<file path="src/rtl/join_pkt_injector_pkg.sv">
// ---------------------------------------------------------------------------
// join_pkt_injector_pkg
// Shared constants and types for the JOIN packet injector.
//   PACKET_SIZE   : width of a JOIN packet
//   inj_state_e   : handshake FSM state encoding
// ---------------------------------------------------------------------------
package join_pkt_injector_pkg;

    localparam int PACKET_SIZE = 38;

    typedef enum logic [1:0] {
        ST_IDLE    = 2'd0,
        ST_SEND    = 2'd1,
        ST_RELEASE = 2'd2
    } inj_state_e;

endpackage

</file>
<file path="src/rtl/join_pkt_injector_if.sv">
// ---------------------------------------------------------------------------
// join_pkt_injector_if
// Bundles the clocked write port and the self-timed JOIN input port group.
//   wr_valid / wr_packet / wr_ready : clocked enqueue handshake
//   Send_out / PACKET_OUT / Ack_in  : 4-phase RTZ handshake toward JOIN
// Modports:
//   slave  : the injector's view
//   master : the environment's view (loader + JOIN)
// ---------------------------------------------------------------------------
interface join_pkt_injector_if #(
    parameter int PKT_W = 38
) ();
    logic             wr_valid;
    logic [PKT_W-1:0] wr_packet;
    logic             wr_ready;
    logic             Send_out;
    logic [PKT_W-1:0] PACKET_OUT;
    logic             Ack_in;

    modport slave (
        input  wr_valid,
        input  wr_packet,
        input  Ack_in,
        output wr_ready,
        output Send_out,
        output PACKET_OUT
    );

    modport master (
        output wr_valid,
        output wr_packet,
        output Ack_in,
        input  wr_ready,
        input  Send_out,
        input  PACKET_OUT
    );
endinterface

</file>
<file path="src/rtl/join_pkt_injector_inj_fifo.sv">
// ---------------------------------------------------------------------------
// inj_fifo
// Synchronous FIFO buffering packets ahead of the JOIN handshake.
// Ports:
//   CP, MR_N   : clock, asynchronous active-low reset (flushes the FIFO)
//   push       : enqueue push_data (ignored when full)
//   pop        : dequeue head (ignored when empty)
//   pop_data   : current head entry (no bypass: a push is visible next cycle)
//   full/empty : status from the pre-edge occupancy
//   level      : occupancy, 0..DEPTH
// ---------------------------------------------------------------------------
module inj_fifo #(
    parameter int PKT_W = 38,
    parameter int DEPTH = 8
) (
    input  logic                     CP,
    input  logic                     MR_N,
    input  logic                     push,
    input  logic [PKT_W-1:0]         push_data,
    input  logic                     pop,
    output logic [PKT_W-1:0]         pop_data,
    output logic                     full,
    output logic                     empty,
    output logic [$clog2(DEPTH):0]   level
);
    localparam int AW = $clog2(DEPTH);
    localparam logic [AW:0] FULL_LVL = DEPTH[AW:0];

    logic [PKT_W-1:0] mem_q [DEPTH];
    logic [AW-1:0]    wr_ptr_q, wr_ptr_d;
    logic [AW-1:0]    rd_ptr_q, rd_ptr_d;
    logic [AW:0]      level_q, level_d;
    logic             push_ok;
    logic             pop_ok;

    assign full     = (level_q == FULL_LVL);
    assign empty    = (level_q == '0);
    assign level    = level_q;
    assign pop_data = mem_q[rd_ptr_q];
    assign push_ok  = push && !full;
    assign pop_ok   = pop && !empty;

    always_comb begin
        wr_ptr_d = wr_ptr_q;
        rd_ptr_d = rd_ptr_q;
        level_d  = level_q;
        if (push_ok) begin
            wr_ptr_d = wr_ptr_q + AW'(1);
        end
        if (pop_ok) begin
            rd_ptr_d = rd_ptr_q + AW'(1);
        end
        case ({push_ok, pop_ok})
            2'b10:   level_d = level_q + (AW+1)'(1);
            2'b01:   level_d = level_q - (AW+1)'(1);
            default: level_d = level_q;
        endcase
    end

    always_ff @(posedge CP or negedge MR_N) begin
        if (!MR_N) begin
            wr_ptr_q <= '0;
            rd_ptr_q <= '0;
            level_q  <= '0;
        end else begin
            wr_ptr_q <= wr_ptr_d;
            rd_ptr_q <= rd_ptr_d;
            level_q  <= level_d;
        end
    end

    // Storage carries no reset; the pointers alone define valid contents.
    always_ff @(posedge CP) begin
        if (push_ok) begin
            mem_q[wr_ptr_q] <= push_data;
        end
    end

endmodule

</file>
<file path="src/rtl/join_pkt_injector.sv">
// ---------------------------------------------------------------------------
// join_pkt_injector
// Clocked source feeding packets into the self-timed JOIN pipeline input.
// Packets written on the clocked side are buffered in inj_fifo and driven out
// one at a time with a 4-phase return-to-zero Send/Ack handshake. Ack_in is
// asynchronous and is brought into the CP domain through SYNC_STAGES flops.
//
// Ports:
//   CP, MR_N   : clock, asynchronous active-low master reset
//   inj_if     : slave modport (wr_valid/wr_packet/wr_ready,
//                Send_out/PACKET_OUT/Ack_in)
//   level      : FIFO occupancy
//   busy       : FSM not idle or FIFO not empty
//   hs_timeout : sticky handshake watchdog flag
//
// Optional build macro JOIN_INJ_TIMEOUT_EN adds the handshake watchdog; when
// undefined, hs_timeout is tied low and no counter exists.
//
// state   | meaning
// --------+-----------------------------------------------------------
// IDLE    | no packet in flight; waits for data with ack_s low
// SEND    | Send_out high, PACKET_OUT stable; waits for ack_s high
// RELEASE | Send_out low, PACKET_OUT held; waits for ack_s low
// ---------------------------------------------------------------------------
module join_pkt_injector
    import join_pkt_injector_pkg::*;
#(
    parameter int PKT_W       = PACKET_SIZE,
    parameter int DEPTH       = 8,
    parameter int SYNC_STAGES = 2,
    parameter int TIMEOUT_CYC = 1024
) (
    input  logic                   CP,
    input  logic                   MR_N,
    join_pkt_injector_if.slave     inj_if,
    output logic [$clog2(DEPTH):0] level,
    output logic                   busy,
    output logic                   hs_timeout
);

    inj_state_e                 state_q, state_d;
    logic                       send_q, send_d;
    logic [PKT_W-1:0]           pkt_q, pkt_d;
    logic [SYNC_STAGES-1:0]     sync_q, sync_d;
    logic                       ack_s;
    logic                       load;
    logic                       fifo_full;
    logic                       fifo_empty;
    logic [PKT_W-1:0]           fifo_head;
    logic                       push;

    assign push = inj_if.wr_valid && !fifo_full;

    inj_fifo #(
        .PKT_W (PKT_W),
        .DEPTH (DEPTH)
    ) u_fifo (
        .CP        (CP),
        .MR_N      (MR_N),
        .push      (push),
        .push_data (inj_if.wr_packet),
        .pop       (load),
        .pop_data  (fifo_head),
        .full      (fifo_full),
        .empty     (fifo_empty),
        .level     (level)
    );

    assign ack_s = sync_q[SYNC_STAGES-1];
    assign sync_d = {sync_q[SYNC_STAGES-2:0], inj_if.Ack_in};

    assign inj_if.wr_ready   = !fifo_full;
    assign inj_if.Send_out   = send_q;
    assign inj_if.PACKET_OUT = pkt_q;
    assign busy              = (state_q != ST_IDLE) || !fifo_empty;

    always_comb begin
        state_d = state_q;
        send_d  = send_q;
        pkt_d   = pkt_q;
        load    = 1'b0;
        case (state_q)
            ST_IDLE: begin
                // A high ack_s (e.g. JOIN still acking at reset exit) blocks issue.
                if (!fifo_empty && !ack_s) begin
                    load = 1'b1;
                end
            end
            ST_SEND: begin
                if (ack_s) begin
                    state_d = ST_RELEASE;
                    send_d  = 1'b0;
                end
            end
            ST_RELEASE: begin
                if (!ack_s) begin
                    if (!fifo_empty) begin
                        load = 1'b1;
                    end else begin
                        state_d = ST_IDLE;
                    end
                end
            end
            default: begin
                state_d = ST_IDLE;
                send_d  = 1'b0;
            end
        endcase
        // PACKET_OUT only changes here, on the way into SEND.
        if (load) begin
            pkt_d   = fifo_head;
            send_d  = 1'b1;
            state_d = ST_SEND;
        end
    end

    always_ff @(posedge CP or negedge MR_N) begin
        if (!MR_N) begin
            state_q <= ST_IDLE;
            send_q  <= 1'b0;
            pkt_q   <= '0;
            sync_q  <= '0;
        end else begin
            state_q <= state_d;
            send_q  <= send_d;
            pkt_q   <= pkt_d;
            sync_q  <= sync_d;
        end
    end

`ifdef JOIN_INJ_TIMEOUT_EN
    localparam int TW = $clog2(TIMEOUT_CYC + 1);

    // Down-counter reloaded on every SEND entry; reaching zero while a
    // handshake is outstanding trips the sticky flag.
    logic [TW-1:0] remain_q, remain_d;
    logic          hs_q, hs_d;

    always_comb begin
        remain_d = remain_q;
        hs_d     = hs_q;
        if (load) begin
            remain_d = TW'(TIMEOUT_CYC);
        end else if (state_q != ST_IDLE && remain_q != '0) begin
            remain_d = remain_q - TW'(1);
            if (remain_q == TW'(1)) begin
                hs_d = 1'b1;
            end
        end
    end

    always_ff @(posedge CP or negedge MR_N) begin
        if (!MR_N) begin
            remain_q <= '0;
            hs_q     <= 1'b0;
        end else begin
            remain_q <= remain_d;
            hs_q     <= hs_d;
        end
    end

    assign hs_timeout = hs_q;
`else
    assign hs_timeout = 1'b0;
`endif

endmodule

</file>
<file path="src/flat_wrapper.sv">
// flat-port wrapper written by rule: the top's interface ports become plain ports
module join_pkt_injector_flat import join_pkt_injector_pkg::*;
#(
    parameter int PKT_W       = PACKET_SIZE,
    parameter int DEPTH       = 8,
    parameter int SYNC_STAGES = 2,
    parameter int TIMEOUT_CYC = 1024
)
  (CP, MR_N, level, busy, hs_timeout, inj_if_wr_valid, inj_if_wr_packet, inj_if_Ack_in, inj_if_wr_ready, inj_if_Send_out, inj_if_PACKET_OUT);
  join_pkt_injector_if #(.PKT_W(PKT_W)) inj_if_i ();
  input  logic CP;
  input  logic MR_N;
  output logic [$clog2(DEPTH):0] level;
  output logic busy;
  output logic hs_timeout;
  input wire logic [$bits(inj_if_i.wr_valid)-1:0] inj_if_wr_valid;
  input wire logic [$bits(inj_if_i.wr_packet)-1:0] inj_if_wr_packet;
  input wire logic [$bits(inj_if_i.Ack_in)-1:0] inj_if_Ack_in;
  output wire logic [$bits(inj_if_i.wr_ready)-1:0] inj_if_wr_ready;
  output wire logic [$bits(inj_if_i.Send_out)-1:0] inj_if_Send_out;
  output wire logic [$bits(inj_if_i.PACKET_OUT)-1:0] inj_if_PACKET_OUT;
  assign inj_if_i.wr_valid = inj_if_wr_valid;
  assign inj_if_i.wr_packet = inj_if_wr_packet;
  assign inj_if_i.Ack_in = inj_if_Ack_in;
  assign inj_if_wr_ready = inj_if_i.wr_ready;
  assign inj_if_Send_out = inj_if_i.Send_out;
  assign inj_if_PACKET_OUT = inj_if_i.PACKET_OUT;
  join_pkt_injector #(.PKT_W(PKT_W), .DEPTH(DEPTH), .SYNC_STAGES(SYNC_STAGES), .TIMEOUT_CYC(TIMEOUT_CYC)) u_core (.CP(CP), .MR_N(MR_N), .inj_if(inj_if_i), .level(level), .busy(busy), .hs_timeout(hs_timeout));
endmodule
</file>
<file path="config.mk">
export PLATFORM = sky130hd
export DESIGN_NAME = join_pkt_injector_flat
export DESIGN_NICKNAME = d
export VERILOG_FILES = /design/src/rtl/join_pkt_injector_pkg.sv /design/src/rtl/join_pkt_injector_if.sv /design/src/rtl/join_pkt_injector_inj_fifo.sv /design/src/rtl/join_pkt_injector.sv /design/src/flat_wrapper.sv
export SDC_FILE = /design/constraint.sdc
export NUM_CORES = 1
export LEC_CHECK = 0
export CELL_PAD_IN_SITES_DETAIL_PLACEMENT = 0
export CELL_PAD_IN_SITES_GLOBAL_PLACEMENT = 2
export CORE_MARGIN = 2
export CORE_UTILIZATION = 35
export CTS_CLUSTER_SIZE = 28
export DETAILED_ROUTE_END_ITERATION = 12
export PLACE_DENSITY = 0.71
export SLEW_MARGIN = 40
export SYNTH_ARGS = -nofsm -noshare
export SYNTH_HDL_FRONTEND = slang
export SYNTH_HIERARCHICAL = 1
export SYNTH_SLANG_ARGS = --single-unit
export TNS_END_PERCENT = 10
</file>
<file path="constraint.sdc">
create_clock -name CP -period 5 [get_ports CP]
set_input_delay 0.75 -clock CP [delete_from_list [all_inputs] [get_ports CP]]
set_output_delay 0.75 -clock CP [all_outputs]
set_load 0.01 [all_outputs]
</file>
---- Word-level counts from Yosys, hierarchy flattened ----
Memory sizes are Yosys's and may differ from the RTL's. A register that Yosys moved wholly into a read port is not among the register bits.
Index checks and enable logic that the tools add are counted.
word-level totals
  memory bits (writable) .................. 304
  output and inout bits ................... 46
  memories kept ........................... 1
  logic and storage cells ................. 52
  register bits ........................... 15
operators by class
  add/sub/neg operators ................... 4
  equality and inequality tests ........... 10
  reduce and logical (&&, ||, !) cells .... 16
  multiplexer cells ....................... 15
memory list
  memory               words  width  read ports  clocked after Yosys merged registers in  wr ports  line                              RTL
  u_core.u_fifo.mem_q  8      38     1           1                                        1         join_pkt_injector_inj_fifo.sv:29  logic [PKT_W-1:0] mem_q [DEPTH];
operators by type and width
  cell                   number
  $mux W2                4
  $pmux W4 S2            1
  $mux W1                7
  $add A3 B1 Y3 const B  2
  $ne A3 B2 Y1 const B   2
  $pmux W2 S3            1
  $add A4 B1 Y4 const B  1
  $eq A2 B1 Y1 const B   2
  $eq A2 B2 Y1 const B   2
  $eq A4 B4 Y1 const B   1
  $logic_and A1 B1 Y1    4
  $logic_not A1 Y1       4
  $logic_not A4 Y1       1
  $pmux W1 S2            2
  $reduce_and A4 Y1      1
  $reduce_bool A2 Y1     2
  $sub A4 B1 Y4 const B  1
  $ne A3 B3 Y1 const B   1
  $logic_not A2 Y1       1
  $ne A2 B1 Y1 const B   1
  $ne A2 B2 Y1 const B   1
  $reduce_and A2 Y1      1
  $reduce_or A2 Y1       1
  $logic_or A1 B1 Y1     1

---- Longest topological paths before layout ----
  word-level depth ........................ 8
  depth in mapped cells ................... 11
  gate-level depth less buffers ........... 9

---- By module ----
The synthesis kept the hierarchy.
modules (own cells, without submodules)
  module             instances  cells each  sequential area each (sq um)  area each (sq um)
  inj_fifo           1          507         9,379.0                       12,244.2
  join_pkt_injector  1          100         1,076.0                       1,684.1

---- Least setup slack after synthesis ----
Ideal clock, no wire load.
  path kind ............................... input port to flip-flop
  start ................................... in inj_if_wr_valid
  end ..................................... mem u_core.u_fifo.mem_q[1][0], enable pin
  slack ................................... 773 ps
  buffers on the path ..................... 0
  stages on the path ...................... 3
  data required time ...................... 4,520 ps
  arrival ................................. 3,747 ps
  cells stage by stage .................... nor2b_1 nand3_1 nor3_1
on the way
  longest elaborated chain between the ends .. 4
RTL lines
  element                        line                              RTL
  start: declaration             flat_wrapper.sv:16                input wire logic [$bits(inj_if_i.wr_valid)-1:0] inj_if_wr_valid;
  $logic_and A1 B1 Y1            join_pkt_injector.sv:52           assign push = inj_if.wr_valid && !fifo_full;
  $logic_and A1 B1 Y1            join_pkt_injector_inj_fifo.sv:40  assign push_ok = push && !full;
  $mux W1                        join_pkt_injector_inj_fifo.sv:74  if (push_ok) begin
  $mux W1 (not written as such)  join_pkt_injector_inj_fifo.sv:75  mem_q[wr_ptr_q] <= push_data;
  end: declaration               join_pkt_injector_inj_fifo.sv:29
Every way passes these cells.

---- Worst setup path after layout ----
  start ................................... reg u_core.u_fifo.level_q[0], in the netlist u_core/u_fifo/level[0]
  end ..................................... reg u_core.u_fifo.level_q[3], in the netlist u_core/u_fifo/level[3]
on the way
  longest elaborated chain between the ends .. 8
  elaborated cells on any way between the ends .. 18
  those cells by class .................... 2 x add/sub; 3 x eq/ne; 5 x mux; 8 x reduce/logical
RTL lines
  element                                            line                                                       RTL
  start: declaration                                 join_pkt_injector_inj_fifo.sv:32                           logic [AW:0] level_q, level_d;
  start signal: assignment                           join_pkt_injector_inj_fifo.sv:68                           level_q <= level_d;
  $logic_not A4 Y1 (*)                               join_pkt_injector_inj_fifo.sv:37                           assign empty = (level_q == '0);
  net u_core.fifo_empty                              join_pkt_injector.sv:48                                    logic fifo_empty;
  $logic_not A1 Y1                                   join_pkt_injector_inj_fifo.sv:41, join_pkt_injector.sv:85
  $logic_and A1 B1 Y1                                join_pkt_injector.sv:85                                    if (!fifo_empty && !ack_s) begin
  $mux W1                                            join_pkt_injector.sv:85
  $pmux W1 S2                                        join_pkt_injector.sv:82                                    case (state_q)
  $logic_and A1 B1 Y1 (*)                            join_pkt_injector_inj_fifo.sv:41                           assign pop_ok = pop && !empty;
  net u_core.u_fifo.pop_ok                           join_pkt_injector_inj_fifo.sv:34                           logic pop_ok;
  $eq A2 B1 Y1 or $eq A2 B2 Y1 (tied branches)       join_pkt_injector_inj_fifo.sv:53                           case ({push_ok, pop_ok})
  $pmux W4 S2 or $reduce_bool A2 Y1 (tied branches)  n/a
The timed path passes the listed nets; every way through them passes the cells marked *.
A chain may end at the register's enable or synchronous reset.

==> results.md <==
* Total gr overflow at 0
* Peak VDD IR at 0.000321 V
* CTS Buf Count at 37
* Fillcell total at 3,378
* Commonest cells in the netlist: edfxtp_1 (304), mux4_2 (64), dfrtp_1 (53)
* Post-DP HPWL at 16.1 mm
* Crit path largest cell delay at 0.57 ns
* Placer congestion estimate at 0.719
* Seq/Total Area, Yosys at 75.1%
* Mapped Area at 13,900 um2
* Max Root-Sink Buffers at 3
* Tightest Pin Transition at 0.828 ns
* Syn Area/Cell at 22.9 um2
* FF-to-FF path depth at 10
* Drt drc at 0
* Area of the multi-input gates at 3260 um2
* Crit. path cell count at 10
* Fin Setup TNS at 0 ns
* Leakage dissipation at 5.60 nW
* Async set-or-reset flop fraction in the synthesized netlist at 14.8%
* Port Buffers at 86
* FF+latch area at 10,500 um2
* Syn_nets at 655
* Die Y at 203 um
* DRT Wirelength at 26.6 mm
* CTS Root Cell: clkbuf_16
* Initial antenna violation count at 1
* Number of synthesis warnings at 6
* Area share of the largest cell type after synthesis at 65.5%
* Final period util at 68.0%
* Post-synth top area cell: edfxtp_1
* Wirelength per Cell at 20.9 um
* Final Slew Violations at 0
* Post-route ant nets at 0
* CP Buf/Inv Count at 2
* Min Hold Slack at 0.209 ns
* Critical path startpoint category: flop
* Mapped Cells at 607
* Arrival @ worst endpoint at 3.78 ns
* Core area at 39,500 um2
* CP max FO at 39
* Top area cells in the synthesized netlist: edfxtp_1 (66%), mux4_2 (10%), dfrtp_1 (9.5%), mux2_4 (3.9%), mux2_2 (3.2%)
* Outcome: finished clean
* Layout Nets at 769
* Standard-cell rows at 73
* Initial Utilization at 35.2%
* Required time of the worst setup path at 5.38 ns
* Skew final at 0.0159 ns
* Crit Path Category: reg -> reg
* Avg Vias per Cell at 4.79
* Clock slew at reported path FFs at 0.06 ns
* Worst-skew pair later-pin latency at 0.52 ns
* TritonCTS clock tree: done
* CP cell instances: nor4_2 -> nor3_4 -> buf_4 -> o41ai_2 -> inv_2 -> ha_1 -> ha_1 -> or4b_1 -> o311ai_0 -> o211ai_1
* Relative max-transition margin at 44.8%
* Vias in the first global route at 6,748
* Ys flop type: edfxtp_1
* Hold Vio Cnt, Final at 0
* Flops & latches, synth at 357
* Horiz. Die Dim at 203 um
* Num Clock Sinks at 357
* Crit-path slowest cell: buf_4
* Vias after detailed routing at 6,110
* Final setup vio count at 0
* Area Growth Syn to Fin at 20.4%
* Setup crit end kind: flop
* Setup Fix Bufs, Post-CTS at 0
* GRT Overall Usage at 13.2%
* CTS resizes at 0
* CTS hold repair buffers at 0
* Crit-path most repeated cell: ha_1
* Pwr per Cell Area at 582 nW/um2
* Io pins at 88
* Starting DRT DRC Count at 379
* Most frequent cell after synthesis: edfxtp_1
* EDFF count, synth at 304
* RSZ-0062 raised after global routing: false
* Die Area at 41,400 um2
* Layout cells sized above 1 at 31.2%
* H-tree levels at 2
* Yosys cell types at 43
* Max-cap violations at 0
* Drt first pass iters at 4
* Fin crit period at 3.40 ns
* Worst hold path type: in -> async
* Crit-path leading delay family: simple AND/OR/NAND/NOR gates
* Max Freq at 294 MHz
* Pin count of the biggest net entering global routing at 79
* Global-route wire length before repair at 41.4 mm
==> logic make-up (layout without fill, tap and decap cells) <==
| group | count (synthesis) | count (layout) | share of synthesized area (%) |
|---|---|---|---|
| xor gates and xnor gates | 7 | 7 | 0.440 |
| muxes | 155 | 155 | 20.0 |
| buffers and inverters | 37 | 180 | 1.94 |
| adders and majority gates | 6 | 6 | 0.593 |
| other | 1 | 2 | 0.0269 |
| and+or+nand+nor | 34 | 34 | 1.39 |
| AOI/OAI and AO/OA | 10 | 10 | 0.584 |
| DFF | 357 | 357 | 75.1 |
==> layer usage <==
layer / vias up / track usage, % / part of all wire [%]
li1: 2726 / - / -
met1: 3202 / 17.4 / 44
met2: 145 / 22.4 / 49
met3: 37 / 2.89 / 5.2
met4: 0 / 3.31 / 1.7
met5: - / 0 / 0
==> metrics by stage <==
step                util (%)  instance area (um2)  power, W  instances  setup slack (ns)
floorplan                  -                13900   0.00621        607             0.773
global placement        38.8                15300   0.00707       1197              1.58
detailed placement      39.3                15600   0.00725       1207              1.39
CTS                     42.4                16800   0.00993       1275              1.40
global route            42.4                16800    0.0103       1275              1.37
finish                  42.4                16800   0.00975       1276              1.60
==> flip-flops by register name, summed over array words and instances, names as in the netlist <==
register / flops
u_core/u_fifo/wr_ptr_q: 3
u_core/sync_q: 2
u_core/state_q: 2
u_core/u_fifo/level: 4
u_core/u_fifo/rd_ptr_q: 3
u_core/u_fifo/mem_q: 304
u_core/inj_if.Send_out: 1
u_core/inj_if.PACKET_OUT: 38
==> cells in the final DEF, fill, tap and decap left out, drive strengths merged, types with 3 or more instances in the layout <==
cell             n
nand2            8
clkinvlp         3
nand3            4
nor2             7
dfrtp           53
mux4            76
clkbuf          51
nor3             3
mux2            78
buf             19
inv              9
edfxtp         304
xnor2            5
ha               5
clkdlybuf4s50   85
nor3b            3
clkinv          12
==> layout make-up <==
| type | count | share of cell area, % |
|---|---|---|
| sequential | 357 | 62.4 |
| multi-input combinational | 213 | 19.5 |
| timing repair buffer | 104 | 6.87 |
| clock buffer | 51 | 6.26 |
| tap | 525 | 3.92 |
| clock inverter | 17 | 0.843 |
| inverter | 8 | 0.179 |
| antenna | 1 | 0.0149 |
==> path summary, 6_finish.rpt <==
check                                       startpoint                      endpoint  slack (ns)
worst max-delay path            u_core/u_fifo/level[0]        u_core/u_fifo/level[3]        1.60
worst max register to register  u_core/u_fifo/level[0]        u_core/u_fifo/level[3]        1.60
worst min register to register        u_core/sync_q[0]              u_core/sync_q[1]        0.36
worst min-delay path                              MR_N  u_core/inj_if.PACKET_OUT[10]        0.21
min in group CP                       u_core/sync_q[0]              u_core/sync_q[1]        0.36
max in group asynchronous                         MR_N     u_core/u_fifo/rd_ptr_q[0]        4.35
==> power breakdown <==
| part | switching [W] | total (W) | internal (W) | leakage (nW) |
|---|---|---|---|---|
| combinational | 0.00124 | 0.00293 | 0.00169 | 1.64 |
| sequential | 0.000336 | 0.00419 | 0.00385 | 3.38 |
| clock | 0.00110 | 0.00263 | 0.00154 | 0.583 |
| total | 0.00268 | 0.00975 | 0.00707 | 5.60 |
No activity file was read; power rests on OpenSTA's default activity.
